--- config.mk ---
export PLATFORM = sky130hd
export DESIGN_NAME = theta_slice_scheduler
export DESIGN_NICKNAME = d
export VERILOG_FILES = /design/src/rtl/display_pkg.sv /design/src/rtl/theta_slice_scheduler_pending.sv /design/src/rtl/theta_slice_scheduler.sv
export SDC_FILE = /design/constraint.sdc
export NUM_CORES = 1
export LEC_CHECK = 0
export ABC_AREA = 1
export BUFFER_PORTS_ARGS = -buffer_cell sky130_fd_sc_hd__buf_2
export CORE_MARGIN = 3
export CORE_UTILIZATION = 52
export DETAILED_ROUTE_END_ITERATION = 7
export PLACE_DENSITY = 0.87
export SYNTH_ARGS = -nofsm -noshare
export SYNTH_HDL_FRONTEND = slang
export SYNTH_HIERARCHICAL = 1
export SYNTH_SLANG_ARGS = --single-unit
--- constraint.sdc ---
create_clock -name clk_in -period 2.35 [get_ports clk_in]
set_input_delay 0.1175 -clock clk_in [delete_from_list [all_inputs] [get_ports clk_in]]
set_output_delay 0.1175 -clock clk_in [all_outputs]
set_load 0.1 [all_outputs]
--- src/rtl/display_pkg.sv ---
// Shared display types: default geometry, RGB pixel word and slice FSM states.
// No logic; imported by the slice scheduler and its pending-angle tracker.
package display_pkg;

    localparam int DEFAULT_ROT_RES    = 1024;
    localparam int DEFAULT_NUM_ROWS   = 64;
    localparam int DEFAULT_DATA_WIDTH = 24;

    typedef logic [DEFAULT_DATA_WIDTH-1:0] pixel_t;

    typedef enum logic [2:0] {
        IDLE,
        ADDR,
        WAIT,
        PRESENT,
        DONE
    } slice_state_t;

endpackage

--- src/rtl/theta_slice_scheduler_pending.sv ---
// Angle change detector with a one-deep pending slot; optional skip counter (THETA_SLICE_SKIP_CNT_EN).
// Latency: pending flag is set one cycle after dtheta changes.
// Backpressure: none; a newer angle overwrites an unconsumed one.
module theta_change_pending
    import display_pkg::*;
#(
    parameter int TW = 10
) (
    input  logic          i_clk,
    input  logic          i_rst,
    input  logic          i_enable,
    input  logic [TW-1:0] i_dtheta,
    input  logic          i_consume,
    output logic          o_pend_v,
    output logic [TW-1:0] o_pend_theta,
    output logic [15:0]   o_skip_count
);

    logic [TW-1:0] r_prev_theta;
    logic [TW-1:0] r_pend_theta;
    logic          r_pend_v;
    logic          w_chg;

    assign w_chg = (i_dtheta != r_prev_theta);

    // A refill in the same cycle as a consume wins, so the new angle is not lost.
    always_ff @(posedge i_clk or posedge i_rst) begin
        if (i_rst) begin
            r_prev_theta <= '0;
            r_pend_theta <= '0;
            r_pend_v     <= 1'b0;
        end else begin
            r_prev_theta <= i_dtheta;
            if (!i_enable) begin
                r_pend_v <= 1'b0;
            end else if (w_chg) begin
                r_pend_v     <= 1'b1;
                r_pend_theta <= i_dtheta;
            end else if (i_consume) begin
                r_pend_v <= 1'b0;
            end
        end
    end

`ifdef THETA_SLICE_SKIP_CNT_EN
    logic [15:0] r_skip_cnt;

    always_ff @(posedge i_clk or posedge i_rst) begin
        if (i_rst) begin
            r_skip_cnt <= '0;
        end else if (i_enable && w_chg && r_pend_v && !i_consume && (r_skip_cnt != 16'hFFFF)) begin
            r_skip_cnt <= r_skip_cnt + 16'd1;
        end
    end

    assign o_skip_count = r_skip_cnt;
`else
    assign o_skip_count = '0;
`endif

    assign o_pend_v     = r_pend_v;
    assign o_pend_theta = r_pend_theta;

endmodule

--- src/rtl/theta_slice_scheduler.sv ---
// Turns each dtheta change into a slice job streaming NUM_ROWS BRAM words to the LED driver.
// Latency: RD_LATENCY+2 cycles per row, 1+NUM_ROWS*(RD_LATENCY+2) from consume to done.
// Backpressure: pix_valid_out holds until pix_ready_in; skip counter via THETA_SLICE_SKIP_CNT_EN.
module theta_slice_scheduler
    import display_pkg::*;
#(
    parameter int ROTATIONAL_RES = DEFAULT_ROT_RES,
    parameter int NUM_ROWS       = DEFAULT_NUM_ROWS,
    parameter int DATA_WIDTH     = DEFAULT_DATA_WIDTH,
    parameter int RD_LATENCY     = 2,
    localparam int TW = $clog2(ROTATIONAL_RES),
    localparam int RW = $clog2(NUM_ROWS),
    localparam int AW = TW + RW
) (
    input  logic                  clk_in,
    input  logic                  rst_in,
    input  logic                  enable_in,
    input  logic [TW-1:0]         dtheta,
    output logic [AW-1:0]         rd_addr_out,
    input  logic [DATA_WIDTH-1:0] rd_data_in,
    output logic [DATA_WIDTH-1:0] pix_data_out,
    output logic [RW-1:0]         pix_row_out,
    output logic                  pix_valid_out,
    input  logic                  pix_ready_in,
    output logic                  slice_start_out,
    output logic                  slice_done_out,
    output logic                  busy_out,
    output logic [15:0]           skip_count_out
);

    localparam int CW = (RD_LATENCY > 1) ? $clog2(RD_LATENCY) : 1;

    slice_state_t          r_state;
    logic [TW-1:0]         r_cur_theta;
    logic [RW-1:0]         r_row;
    logic [CW-1:0]         r_wait_cnt;
    logic [AW-1:0]         r_rd_addr;
    logic [DATA_WIDTH-1:0] r_pix_data;
    logic [RW-1:0]         r_pix_row;
    logic                  r_pix_valid;
    logic                  r_start;
    logic                  r_done;

    logic                  w_pend_v;
    logic [TW-1:0]         w_pend_theta;
    logic                  w_consume;

    assign w_consume = (r_state == IDLE) && w_pend_v && enable_in;

    theta_change_pending #(
        .TW (TW)
    ) u_pending (
        .i_clk        (clk_in),
        .i_rst        (rst_in),
        .i_enable     (enable_in),
        .i_dtheta     (dtheta),
        .i_consume    (w_consume),
        .o_pend_v     (w_pend_v),
        .o_pend_theta (w_pend_theta),
        .o_skip_count (skip_count_out)
    );

    always_ff @(posedge clk_in or posedge rst_in) begin
        if (rst_in) begin
            r_state     <= IDLE;
            r_cur_theta <= '0;
            r_row       <= '0;
            r_wait_cnt  <= '0;
            r_rd_addr   <= '0;
            r_pix_data  <= '0;
            r_pix_row   <= '0;
            r_pix_valid <= 1'b0;
            r_start     <= 1'b0;
            r_done      <= 1'b0;
        end else begin
            r_start <= 1'b0;
            r_done  <= 1'b0;
            case (r_state)
                IDLE: begin
                    if (w_consume) begin
                        r_cur_theta <= w_pend_theta;
                        r_row       <= '0;
                        r_start     <= 1'b1;
                        r_state     <= ADDR;
                    end
                end
                ADDR: begin
                    r_rd_addr  <= {r_cur_theta, r_row};
                    r_wait_cnt <= CW'(RD_LATENCY - 1);
                    r_state    <= WAIT;
                end
                WAIT: begin
                    if (r_wait_cnt == '0) begin
                        r_pix_data  <= rd_data_in;
                        r_pix_row   <= r_row;
                        r_pix_valid <= 1'b1;
                        r_state     <= PRESENT;
                    end else begin
                        r_wait_cnt <= r_wait_cnt - 1'b1;
                    end
                end
                PRESENT: begin
                    if (pix_ready_in) begin
                        r_pix_valid <= 1'b0;
                        if (r_row == RW'(NUM_ROWS - 1)) begin
                            r_state <= DONE;
                        end else begin
                            r_row   <= r_row + 1'b1;
                            r_state <= ADDR;
                        end
                    end
                end
                DONE: begin
                    r_done  <= 1'b1;
                    r_state <= IDLE;
                end
                default: r_state <= IDLE;
            endcase
        end
    end

    assign rd_addr_out     = r_rd_addr;
    assign pix_data_out    = r_pix_data;
    assign pix_row_out     = r_pix_row;
    assign pix_valid_out   = r_pix_valid;
    assign slice_start_out = r_start;
    assign slice_done_out  = r_done;
    assign busy_out        = (r_state != IDLE);

endmodule

==> results.tsv, run 1 <==
stage	metric	value	unit
layout	Layout area overhead	23.3	%
sta	crit path time final	1.68	ns
run	Max-Cap Viols	0	
route	Iter 0 DRT Violations	160	
layout	register area	2250	um2
route	Remaining DRCs	0	
global_routing	vias in the first global route	3190	
placed_design	DP HPWL	5640	um
critical_path	CP Capture Type	flop	
layout	footprint of the multi-input gates	1360	um2
layout	number of antenna diodes	0	
logic_synthesis	syn_area_per_cell	8.57	um2
sta	Setup violations, final	0	
logic_synthesis	Synth Instances	462	
layout	Util after Layout	0.665	
clocking	CTS Sinks	90	
clocking	CTS tree	built	
floorplanning	FP Rows	31	
logic_synthesis	number of synthesized register bits	90	
clocking	worst-skew pair later-pin latency	0.35	ns
sta	Hold Fails Final Rpt	0	
global_routing	pin count of the biggest net entering global routing	70	
placed_design	RePlAce Congestion	0.860	
critical_path	CP arrival	1.93	ns
run_status	status	finished clean	
clocking	Clock transition at path regs	0.08	ns
route	WL/cell	12.5	um
layout	Fillers	578	
sta	worst-margin pin slew	0.934	ns
floorplanning	DIE HEIGHT	93.2	um
layout	Nets	617	
clocking	Root Driver	clkbuf_8	
layout	share of layout cells above drive strength 1	0.223	
floorplanning	Starting Density	0.540	
logic_synthesis	Mapped Area	3960	um2
critical_path	CP max-delay cell	nand2_1	
route	Vias/cell	4.85	
sta	skew final	0.00972	ns
logic_synthesis	Yosys warnings	6	
sta	fmax	595	MHz
floorplanning	core area	7330	um2
logic_synthesis	post-synth cell types	31	
global_routing	initial antenna violation count	0	
floorplanning	I/O pins	104	
worst_hold_path	WHS Path Cells	3	
critical_path	worst path cell trace	nor2_2, nand2_1, o21ai_0	
clocking	Clock Path Buffers	2	
route	first drt pass iteration count	4	
logic_synthesis	Seq/Total Area, Yosys	0.569	
worst_hold_path	Hold WC Path Type	in -> reg	
sta	setup tns final	0	ns
clocking	Inserted Clock Buffers	9	
critical_path	Worst Reg-to-Reg Cells	3	
floorplanning	chip width	93.2	um
critical_path	crit-path max cell delay	0.56	ns
sta	RSZ-0062 raised after global routing	false	
critical_path	Crit path required time	2.60	ns
clocking	post-cts sizing count	0	
critical_path	CP Class	reg -> reg	
sta	crit share post-route	0.716	
route	routed vias	3305	
clocking	H-tree depth	3	
global_routing	first-pass GRT wire length	14100	um
global_routing	global-route usage over all layers	0.208	
critical_path	critical path startpoint category	flop	
sta	Max Slew Vio Count	0	
global_routing	total congestion overflow	0	
floorplanning	die area	8690	um2
route	WL final	8530	um
sta	Max-slew headroom	0.376	
placed_design	port buffer count	87	
route	antenna viol nets, final	0	
critical_path	Max FO, Critical Path	34	
kinds of logic (layout without fill, tap and decap cells):
kind of cell | after synthesis | after routing | synth area share
other cells | 1 | 16 | 0.000948
fa+ha+maj | 1 | 1 | 0.00316
compound gates | 42 | 42 | 0.0613
flops | 90 | 90 | 0.569
buf+inv | 80 | 186 | 0.102
simple gates | 248 | 248 | 0.263
per-stage QoR:
| stage | area [um2] | worst slack (ns) | instances | hold slack [ns] |
|---|---|---|---|---|
| after CTS | 4880 | 0.679 | 682 | 0.00412 |
| after detailed placement | 4370 | 0.699 | 635 | 0.275 |
| after global placement | 4370 | 0.801 | 635 | 0.271 |
| after global routing | 4880 | 0.482 | 682 | 0.0163 |
| final | 4880 | 0.669 | 682 | 0.0164 |
| after floorplan | 4010 | 0.493 | 477 | 0.0940 |
state kept, by name (all words and copies together), names as in the netlist, 3 cells and up:
register                count
pix_data_out               24
r_cur_theta                10
r_row                       6
r_state                     3
u_pending/r_prev_theta     10
u_pending/o_pend_theta     10
pix_row_out                 6
rd_addr_out                16
final cells by class:
type / instances / area share
Clock inverter: 6 / 0.0136
Tap cell: 99 / 0.0254
Clock buffer: 10 / 0.0262
Inverter: 50 / 0.0390
Sequential cell: 90 / 0.462
Multi-Input combinational cell: 307 / 0.278
Timing Repair Buffer: 120 / 0.156
worst max-delay path, delay by kind of cell (launching register included):
family,cells,cell delay [ns]
AO/OA/AOI/OAI,1,0.41
AND/OR/NAND/NOR,2,0.74
flip-flops,1,0.43
repair_timing:
item	CTS	global route
hold endpoints to repair	51	0
hold buffers	31	0
setup buffers	0	0
cells in the mapped netlist:
master / n / area [um2]
buf_1: 1 / 3.75
nand2_1: 173 / 649
nor2_1: 17 / 63.8
o21ai_0: 25 / 125
clkbuf_2: 1 / 5.00
nor2_2: 2 / 12.5
buf_6: 4 / 45.0
nand3_1: 39 / 195
or2_2: 1 / 6.26
clkinv_1: 1 / 3.75
inv_1: 45 / 169
inv_4: 1 / 6.26
nand3_2: 1 / 10.0
dfrtp_1: 90 / 2250
buf_4: 17 / 128
o21ai_1: 6 / 30.0
nand4_1: 3 / 18.8
buf_2: 5 / 25.0
o21bai_2: 1 / 11.3
clkbuf_1: 2 / 7.51
nor3_1: 1 / 5.00
a21oi_2: 1 / 8.76
o21ai_2: 6 / 52.6
conb_1: 1 / 3.75
nand2_4: 1 / 11.3
ha_1: 1 / 12.5
nor3b_1: 2 / 15.0
nand2_2: 7 / 43.8
inv_2: 3 / 11.3
a21oi_1: 3 / 15.0
nor2_4: 1 / 11.3
path summary, 6_finish.rpt:
path	startpoint	endpoint	slack, ns
max	r_state[1]$_DFFE_PP0P_	rd_addr_out[9]$_DFFE_PP0P_	0.67
min	rd_data_in[3]	pix_data_out[3]$_DFFE_PP0P_	0.02
max reg2reg	r_state[1]$_DFFE_PP0P_	rd_addr_out[9]$_DFFE_PP0P_	0.67
min reg2reg	pix_data_out[9]$_DFFE_PP0P_	pix_data_out[9]$_DFFE_PP0P_	0.47
max in group asynchronous	rst_in	slice_done_out$_DFF_PP0_	1.23
min in group asynchronous	rst_in	u_pending/r_prev_theta[9]$_DFF_PP0_	0.47
routing by layer:
layer,global-route usage,vias to the layer above,share of wire
met5,0,-,0
met4,0.100,0,0.022
met3,0.0386,19,0.046
met2,0.370,101,0.54
met1,0.240,1549,0.39
li1,-,1636,-
layout by cell type (no fill, tap or decap), types with 2 or more instances in the layout:
cell type	synthesis	routed
a21oi_1	3	3
buf_4	17	2
nand2_1	173	173
clkbuf_8	0	9
conb_1	1	16
nand2_2	7	7
nand3_1	39	39
nor3b_1	2	2
o21ai_0	25	25
inv_2	3	4
o21ai_2	6	6
nand4_1	3	3
nor2_1	17	17
inv_1	45	44
o21ai_1	6	6
buf_2	5	87
nor2_2	2	2
dlygate4sd3_1	0	31
dfrtp_1	90	90
clkinvlp_4	0	3
Power of run 1 is left out: the tool's default activity adds up to more than one toggle a clock period on the data nets, which glitch-free logic cannot reach.
==> run 2: changes to the inputs <==
Settings changed: CORE_UTILIZATION 52 to 47, PLACE_DENSITY 0.87 to 0.83.
Clock period 2.35 ns to 1.4 ns, I/O delays scaled along.
==> run 2 against run 1 <==
  * Via count grew 6.1%
  * Hold slack better by 0.0069 ns
  * Register-to-register slack lost 0.66 ns
  * First-iteration DRC count increased by 39%
  * Worst setup slack worse by 0.66 ns
  * Clock skew rose by 0.0017 ns
  * Die area grew 9.9%
  * Count of clock-buffer cells in the layout is 1 lower
  * Wire length up 13%
  * Core utilization down 1.2 points
  * Critical path type unchanged
==> results.tsv, run 2 (synthesis gave the netlist of run 1 again) <==
stage	metric	value	unit	change
floorplanning	FP Rows	32		+3.2%
layout	share of layout cells above drive strength 1	0.256		+0.0328
layout	Fillers	580		+0.35%
sta	Max-slew headroom	0.644		+0.268
route	antenna viol nets, final	0		unchanged
floorplanning	DIE HEIGHT	97.8	um	+4.8%
layout	Largest register FFs	24		unchanged
power_and_ir_drop	maximum VDD drop	0.00110	V	
critical_path	Largest delay share family, worst path	simple AND/OR/NAND/NOR gates		
critical_path	Max FO, Critical Path	6		-82%
layout	commonest non-fill, non-tap cell in the layout	nand2_1		
critical_path	Critical Path Most Common Cell	nand2_1		
sta	fmax	719	MHz	+21%
floorplanning	die area	9560	um2	+9.9%
floorplanning	Starting Density	0.497		-0.0432
sta	Setup violations, final	0		unchanged
critical_path	CP Buf/Inv Count	0		unchanged
route	Remaining DRCs	0		unchanged
global_routing	pin count of the biggest net entering global routing	35		-50%
placed_design	DP HPWL	6000	um	+6.5%
global_routing	first-pass GRT wire length	15700	um	+11%
global_routing	total congestion overflow	0		unchanged
route	routed vias	3508		+6.1%
critical_path	critical path startpoint category	flop		
critical_path	stages on the worst setup path	7		+4
route	WL final	9610	um	+13%
sta	worst-margin pin slew	0.533	ns	-0.401 ns
worst_hold_path	WHS Path Cells	4		+1
clocking	Inserted Clock Buffers	9		unchanged
clocking	CTS Sinks	90		unchanged
critical_path	crit-path max cell delay	0.40	ns	-0.16 ns
floorplanning	I/O pins	104		unchanged
critical_path	CP arrival	1.69	ns	-0.24 ns
floorplanning	chip width	97.8	um	+4.8%
critical_path	Crit path required time	1.70	ns	-0.90 ns
sta	Max Slew Vio Count	0		unchanged
sta	Hold Fails Final Rpt	0		unchanged
layout	number of antenna diodes	0		unchanged
route	WL/cell	13.7	um	+9.2%
route	first drt pass iteration count	5		+1
sta	skew final	0.0114	ns	+0.00166 ns
run_status	status	finished clean		
sta	crit path time final	1.39	ns	-0.290 ns
layout	commonest cells after routing, fill and taps aside	172 x nand2_1, 88 x dfrtp_1, 86 x buf_2		
clocking	CTS tree	built		
clocking	Root Driver	clkbuf_8		
global_routing	global-route usage over all layers	0.201		-0.00712
global_routing	initial antenna violation count	0		unchanged
route	Iter 0 DRT Violations	223		+39%
route	Vias/cell	4.98		+2.8%
clocking	Clock Path Buffers	2		unchanged
critical_path	CP Capture Type	flop		
floorplanning	core area	7970	um2	+8.7%
clocking	H-tree depth	3		unchanged
critical_path	Worst Reg-to-Reg Cells	7		+4
layout	Nets	636		+3.1%
run	Max-Cap Viols	0		unchanged
placed_design	port buffer count	87		unchanged
sta	Min Hold Slack	0.0233	ns	+0.00692 ns
critical_path	CP max-delay cell	dfrtp_1		
layout	Util after Layout	0.653		-0.0120
sta	crit share post-route	0.994		+0.278
power_and_ir_drop	Cell Pwr Density	2540	nW/um2	
layout	Layout area overhead	31.6	%	
clocking	worst-skew pair later-pin latency	0.36	ns	about the same
critical_path	worst path cell trace	ha_2, nand3_2, o21ai_4, nand2_2, nand2_4, nand2_1, nand2_1		
critical_path	CP Class	reg -> reg		
clocking	Clock transition at path regs	0.09	ns	about the same
global_routing	vias in the first global route	3433		+7.6%
worst_hold_path	Hold WC Path Type	in -> reg		
critical_path	R2R setup slack	0.009	ns	-0.66 ns
placed_design	RePlAce Congestion	0.891		+3.7%
power_and_ir_drop	Leak	2.82	nW	
-- run 2: cell type report --
| type | instances | area [um2] | share of cell area |
|---|---|---|---|
| inverter | 50 | 194 | 0.0373 |
| multi-input combinational | 308 | 1420 | 0.273 |
| timing repair buffer | 138 | 983 | 0.189 |
| tap | 102 | 128 | 0.0245 |
| clock inverter | 7 | 100 | 0.0192 |
| sequential | 90 | 2250 | 0.433 |
| clock buffer | 9 | 124 | 0.0238 |
-- run 2: path summary, 6_finish.rpt --
kind                                                       endpoint                    startpoint
worst max-delay path                           r_row[2]$_DFFE_PP0P_          r_row[1]$_DFFE_PP0P_
worst min-delay path                         r_state[0]$_DFFE_PP0P_                  pix_ready_in
worst max register to register                 r_row[2]$_DFFE_PP0P_          r_row[1]$_DFFE_PP0P_
worst min register to register         pix_data_out[12]$_DFFE_PP0P_  pix_data_out[12]$_DFFE_PP0P_
max in group asynchronous                rd_addr_out[7]$_DFFE_PP0P_                        rst_in
min in group asynchronous       u_pending/r_prev_theta[0]$_DFF_PP0_                        rst_in
-- run 2: stage by stage --
step / TNS (ns) / worst slack, ns / std cells / area, um2 / total power, mW
floorplan: 0 / 0.00840 / 477 / 4020 / 9.69
global placement: 0 / 0.155 / 651 / 4560 / 10.9
detailed placement: 0 / 0.0895 / 651 / 4560 / 11.0
CTS: 0 / 0.0248 / 702 / 5140 / 13.1
global route: -0.539 / -0.0948 / 704 / 5210 / 13.8
finish: 0 / 0.00853 / 704 / 5210 / 13.2
-- run 2: per-layer routing --
metal | routed length (um) | GRT usage | share of wire | vias to the layer above
met5 | 0 | 0 | 0 | -
met4 | 366 | 0.118 | 0.038 | 0
met3 | 471 | 0.0343 | 0.049 | 37
met2 | 4910 | 0.345 | 0.51 | 140
met1 | 3870 | 0.237 | 0.40 | 1658
li1 | - | - | - | 1673
-- run 2: where the power goes --
group | leakage, nW | total [mW] | internal [mW] | switching, mW
clock network | 0.114 | 1.98 | 1.02 | 0.959
logic | 1.58 | 7.46 | 1.36 | 6.10
registers | 1.13 | 3.77 | 3.37 | 0.400
total | 2.82 | 13.2 | 5.76 | 7.46
-- run 2: what timing repair did --
item	4_1_cts	5_1_grt
resized for setup	1	13
pin swaps	0	4
cloned	0	1
hold buffers	35	0
endpoints found under the setup margin	1	26
setup buffers	0	1
hold endpoints to repair	84	0
-- run 2: tightest hold or removal path, cell delays in order --
cell,delay (ns)
buf_2,0.08
inv_1,0.06
nand2_2,0.08
nand2_1,0.05
Power figures use the tool's default switching activity.
==> run 3: changes to the inputs <==
--- a/config.mk
+++ b/config.mk
@@ -8,2 +8,3 @@
 export ABC_AREA = 1
+export ABC_CLOCK_PERIOD_IN_PS = 1400
 export BUFFER_PORTS_ARGS = -buffer_cell sky130_fd_sc_hd__buf_2
==> constraint.sdc (replaced) <==
create_clock -name clk_in -period 1.4 [get_ports clk_in]
set_input_delay 0.14 -clock clk_in [delete_from_list [all_inputs] [get_ports clk_in]]
set_output_delay 0.14 -clock clk_in [all_outputs]
set_load 0.1 [all_outputs]
==> run 3 against run 2 <==
  * Clock power barely moved
  * Final cell count is 2.0% lower
  * Sequential share of layout area up 0.51 points
  * Sequential power about the same
  * Count of clock-buffer cells in the layout is the same
  * Die area unchanged
  * Combinational power grew 1%
  * Global-route usage is 1.3 points lower
  * Critical path depth increased by 4
==> results.tsv, run 3 (synthesis gave the netlist of run 1 again) <==
stage	metric	value	unit	change
run_status	status	finished clean		
critical_path	critical path startpoint category	input pin		
global_routing	vias in the first global route	3292		-4.1%
critical_path	worst path cell trace	dlygate4sd3_1, buf_2, inv_1, nand2_1, nand2_1, nor2_1, nand2_1, o21bai_2, buf_6, nand2_1, nand2_1		
placed_design	dpl cell area	4560	um2	unchanged
clocking	H-tree depth	3		unchanged
floorplanning	core area	7970	um2	unchanged
critical_path	Critical Path Most Common Cell	nand2_1		
clocking	Inserted Clock Buffers	9		unchanged
critical_path	CP Class	in -> reg		
critical_path	crit-path max cell delay	0.53	ns	+0.13 ns
global_routing	global-route usage over all layers	0.187		-0.0134
sta	Max Slew Vio Count	0		unchanged
critical_path	CP max-delay cell	dlygate4sd3_1		
clocking	CTS Sinks	90		unchanged
route	Iter 0 DRT Violations	233		+4.5%
sta	Max-slew headroom	0.643		-0.00145
route	first drt pass iteration count	5		unchanged
power_and_ir_drop	Power Total	13.3	mW	+0.57%
sta	Min Hold Slack	0.0118	ns	-0.0115 ns
power_and_ir_drop	Leak	2.82	nW	about the same
layout	register area	2250	um2	unchanged
layout	Largest register FFs	24		unchanged
layout	Layout area overhead	30.0	%	
layout	footprint of the multi-input gates	1450	um2	+1.9%
placed_design	DP HPWL	6000	um	unchanged
layout	Nets	622		-2.2%
clocking	Clock transition at path regs	0.09	ns	about the same
route	WL final	9330	um	-2.9%
power_and_ir_drop	Cell Pwr Density	2580	nW/um2	+1.7%
floorplanning	FP Rows	32		unchanged
critical_path	Largest delay share family, worst path	buffers and inverters		
layout	post-route cell area	5150	um2	-1.2%
placed_design	dpl cells	651		unchanged
sta	RSZ-0062 raised after global routing	true		
layout	Finished Layout Cells	690		-2.0%
global_routing	initial antenna violation count	0		unchanged
run	Max-Cap Viols	0		unchanged
global_routing	pin count of the biggest net entering global routing	35		unchanged
clocking	Root Driver	clkbuf_8		
global_routing	first-pass GRT wire length	14800	um	-5.8%
route	antenna viol nets, final	0		unchanged
placed_design	port buffer count	87		unchanged
sta	crit share post-route	0.998		+0.00429
layout	Fillers	614		+5.9%
critical_path	CP Buf/Inv Count	4		+4
floorplanning	chip width	97.8	um	unchanged
sta	crit path time final	1.40	ns	+0.00601 ns
power_and_ir_drop	maximum VDD drop	0.00109	V	-1.8%
layout	number of antenna diodes	0		unchanged
layout	commonest cells after routing, fill and taps aside	169 x nand2_1, 88 x dfrtp_1, 80 x buf_2		
global_routing	total congestion overflow	0		unchanged
sta	skew final	0.00624	ns	-0.00514 ns
route	Remaining DRCs	0		unchanged
floorplanning	DIE HEIGHT	97.8	um	unchanged
floorplanning	Starting Density	0.497		unchanged
layout	commonest non-fill, non-tap cell in the layout	nand2_1		
route	Vias/cell	4.94		-0.88%
critical_path	CP arrival	1.70	ns	about the same
sta	Hold Fails Final Rpt	0		unchanged
floorplanning	die area	9560	um2	unchanged
route	WL/cell	13.5	um	-0.92%
route	routed vias	3408		-2.9%
clocking	worst-skew pair later-pin latency	0.36	ns	about the same
floorplanning	I/O pins	104		unchanged
layout	share of layout cells above drive strength 1	0.282		+0.0265
sta	worst-margin pin slew	0.535	ns	+0.00218 ns
critical_path	Crit path required time	1.70	ns	about the same
clocking	CTS tree	built		
layout	Util after Layout	0.646		-0.00754
clocking	Clock Path Buffers	2		unchanged
critical_path	CP Capture Type	flop		
critical_path	Max FO, Critical Path	6		unchanged
sta	Setup violations, final	0		unchanged
placed_design	RePlAce Congestion	0.891		unchanged
worst_hold_path	Hold WC Path Type	in -> reg		
sta	fmax	716	MHz	-0.43%
-- run 3: cell count changes in the layout (fill, tap and decap cells not counted), moves of 4 or more --
cell and change:
buf_2 -6, nor2_1 -4, buf_4 +4, dlymetal6s4s_1 +4, buf_6 +6, dlygate4sd3_1 -23
-- run 3: worst paths after layout --
path,start,to,slack (ns),cells after the start
max in group asynchronous,rst_in,pix_data_out[20]$_DFFE_PP0P_,0.50,4
hold / removal,rd_data_in[22],pix_data_out[22]$_DFFE_PP0P_,0.01,3
setup reg to reg,u_pending/r_prev_theta[4]$_DFF_PP0_,u_pending/o_pend_theta[5]$_DFFE_PP0P_,0.02,8
setup / recovery,dtheta[6],u_pending/o_pend_theta[5]$_DFFE_PP0P_,0.003,11
hold reg to reg,pix_data_out[12]$_DFFE_PP0P_,pix_data_out[12]$_DFFE_PP0P_,0.48,2
min in group asynchronous,rst_in,u_pending/r_prev_theta[0]$_DFF_PP0_,0.37,4
-- run 3: metrics by stage --
stage	setup TNS (ns)	setup slack, ns
4_1_cts	0	0.0267
2_1_floorplan	0	0.00840
3_3_place_gp	0	0.155
6_report	0	0.00252
5_1_grt	-0.924	-0.0788
3_5_place_dp	0	0.0895
-- run 3: routing by layer --
| layer | global-route usage | up-vias | wire [um] |
|---|---|---|---|
| met5 | 0 | - | 0 |
| met3 | 0.0314 | 23 | 474 |
| li1 | - | 1652 | - |
| met4 | 0.0948 | 0 | 246 |
| met2 | 0.318 | 122 | 4830 |
| met1 | 0.231 | 1611 | 3790 |
-- run 3: repair_timing --
item                                    CTS  global route
hold endpoints to repair                 56             0
hold buffers                             16             0
gates cloned                              0             3
resized for setup                         3            36
endpoints found under the setup margin    1            20
pin swaps                                 1             9
buffers inserted                          4             1
-- run 3: final cells by class --
| type | instances | area share |
|---|---|---|
| Inverter | 50 | 0.0377 |
| Timing Repair Buffer | 124 | 0.174 |
| Clock inverter | 7 | 0.0195 |
| Tap cell | 102 | 0.0248 |
| Clock buffer | 9 | 0.0241 |
| Multi-Input combinational cell | 308 | 0.282 |
| Sequential cell | 90 | 0.438 |
-- run 3: report_power, final --
group / internal (mW) / switching [mW] / leakage [nW]
logic: 1.45 / 6.10 / 1.58
registers: 3.37 / 0.390 / 1.13
clock network: 1.02 / 0.963 / 0.114
total: 5.84 / 7.45 / 2.82
-- run 3: worst register-to-register path, cell delays in order (launching register included) --
cell      delay [ns]
dfrtp_1         0.39
nor2_2          0.11
nor2_1          0.07
nor2_2          0.12
nand3_1         0.11
o21bai_2        0.23
buf_6           0.16
nand2_1         0.07
nand2_1         0.08
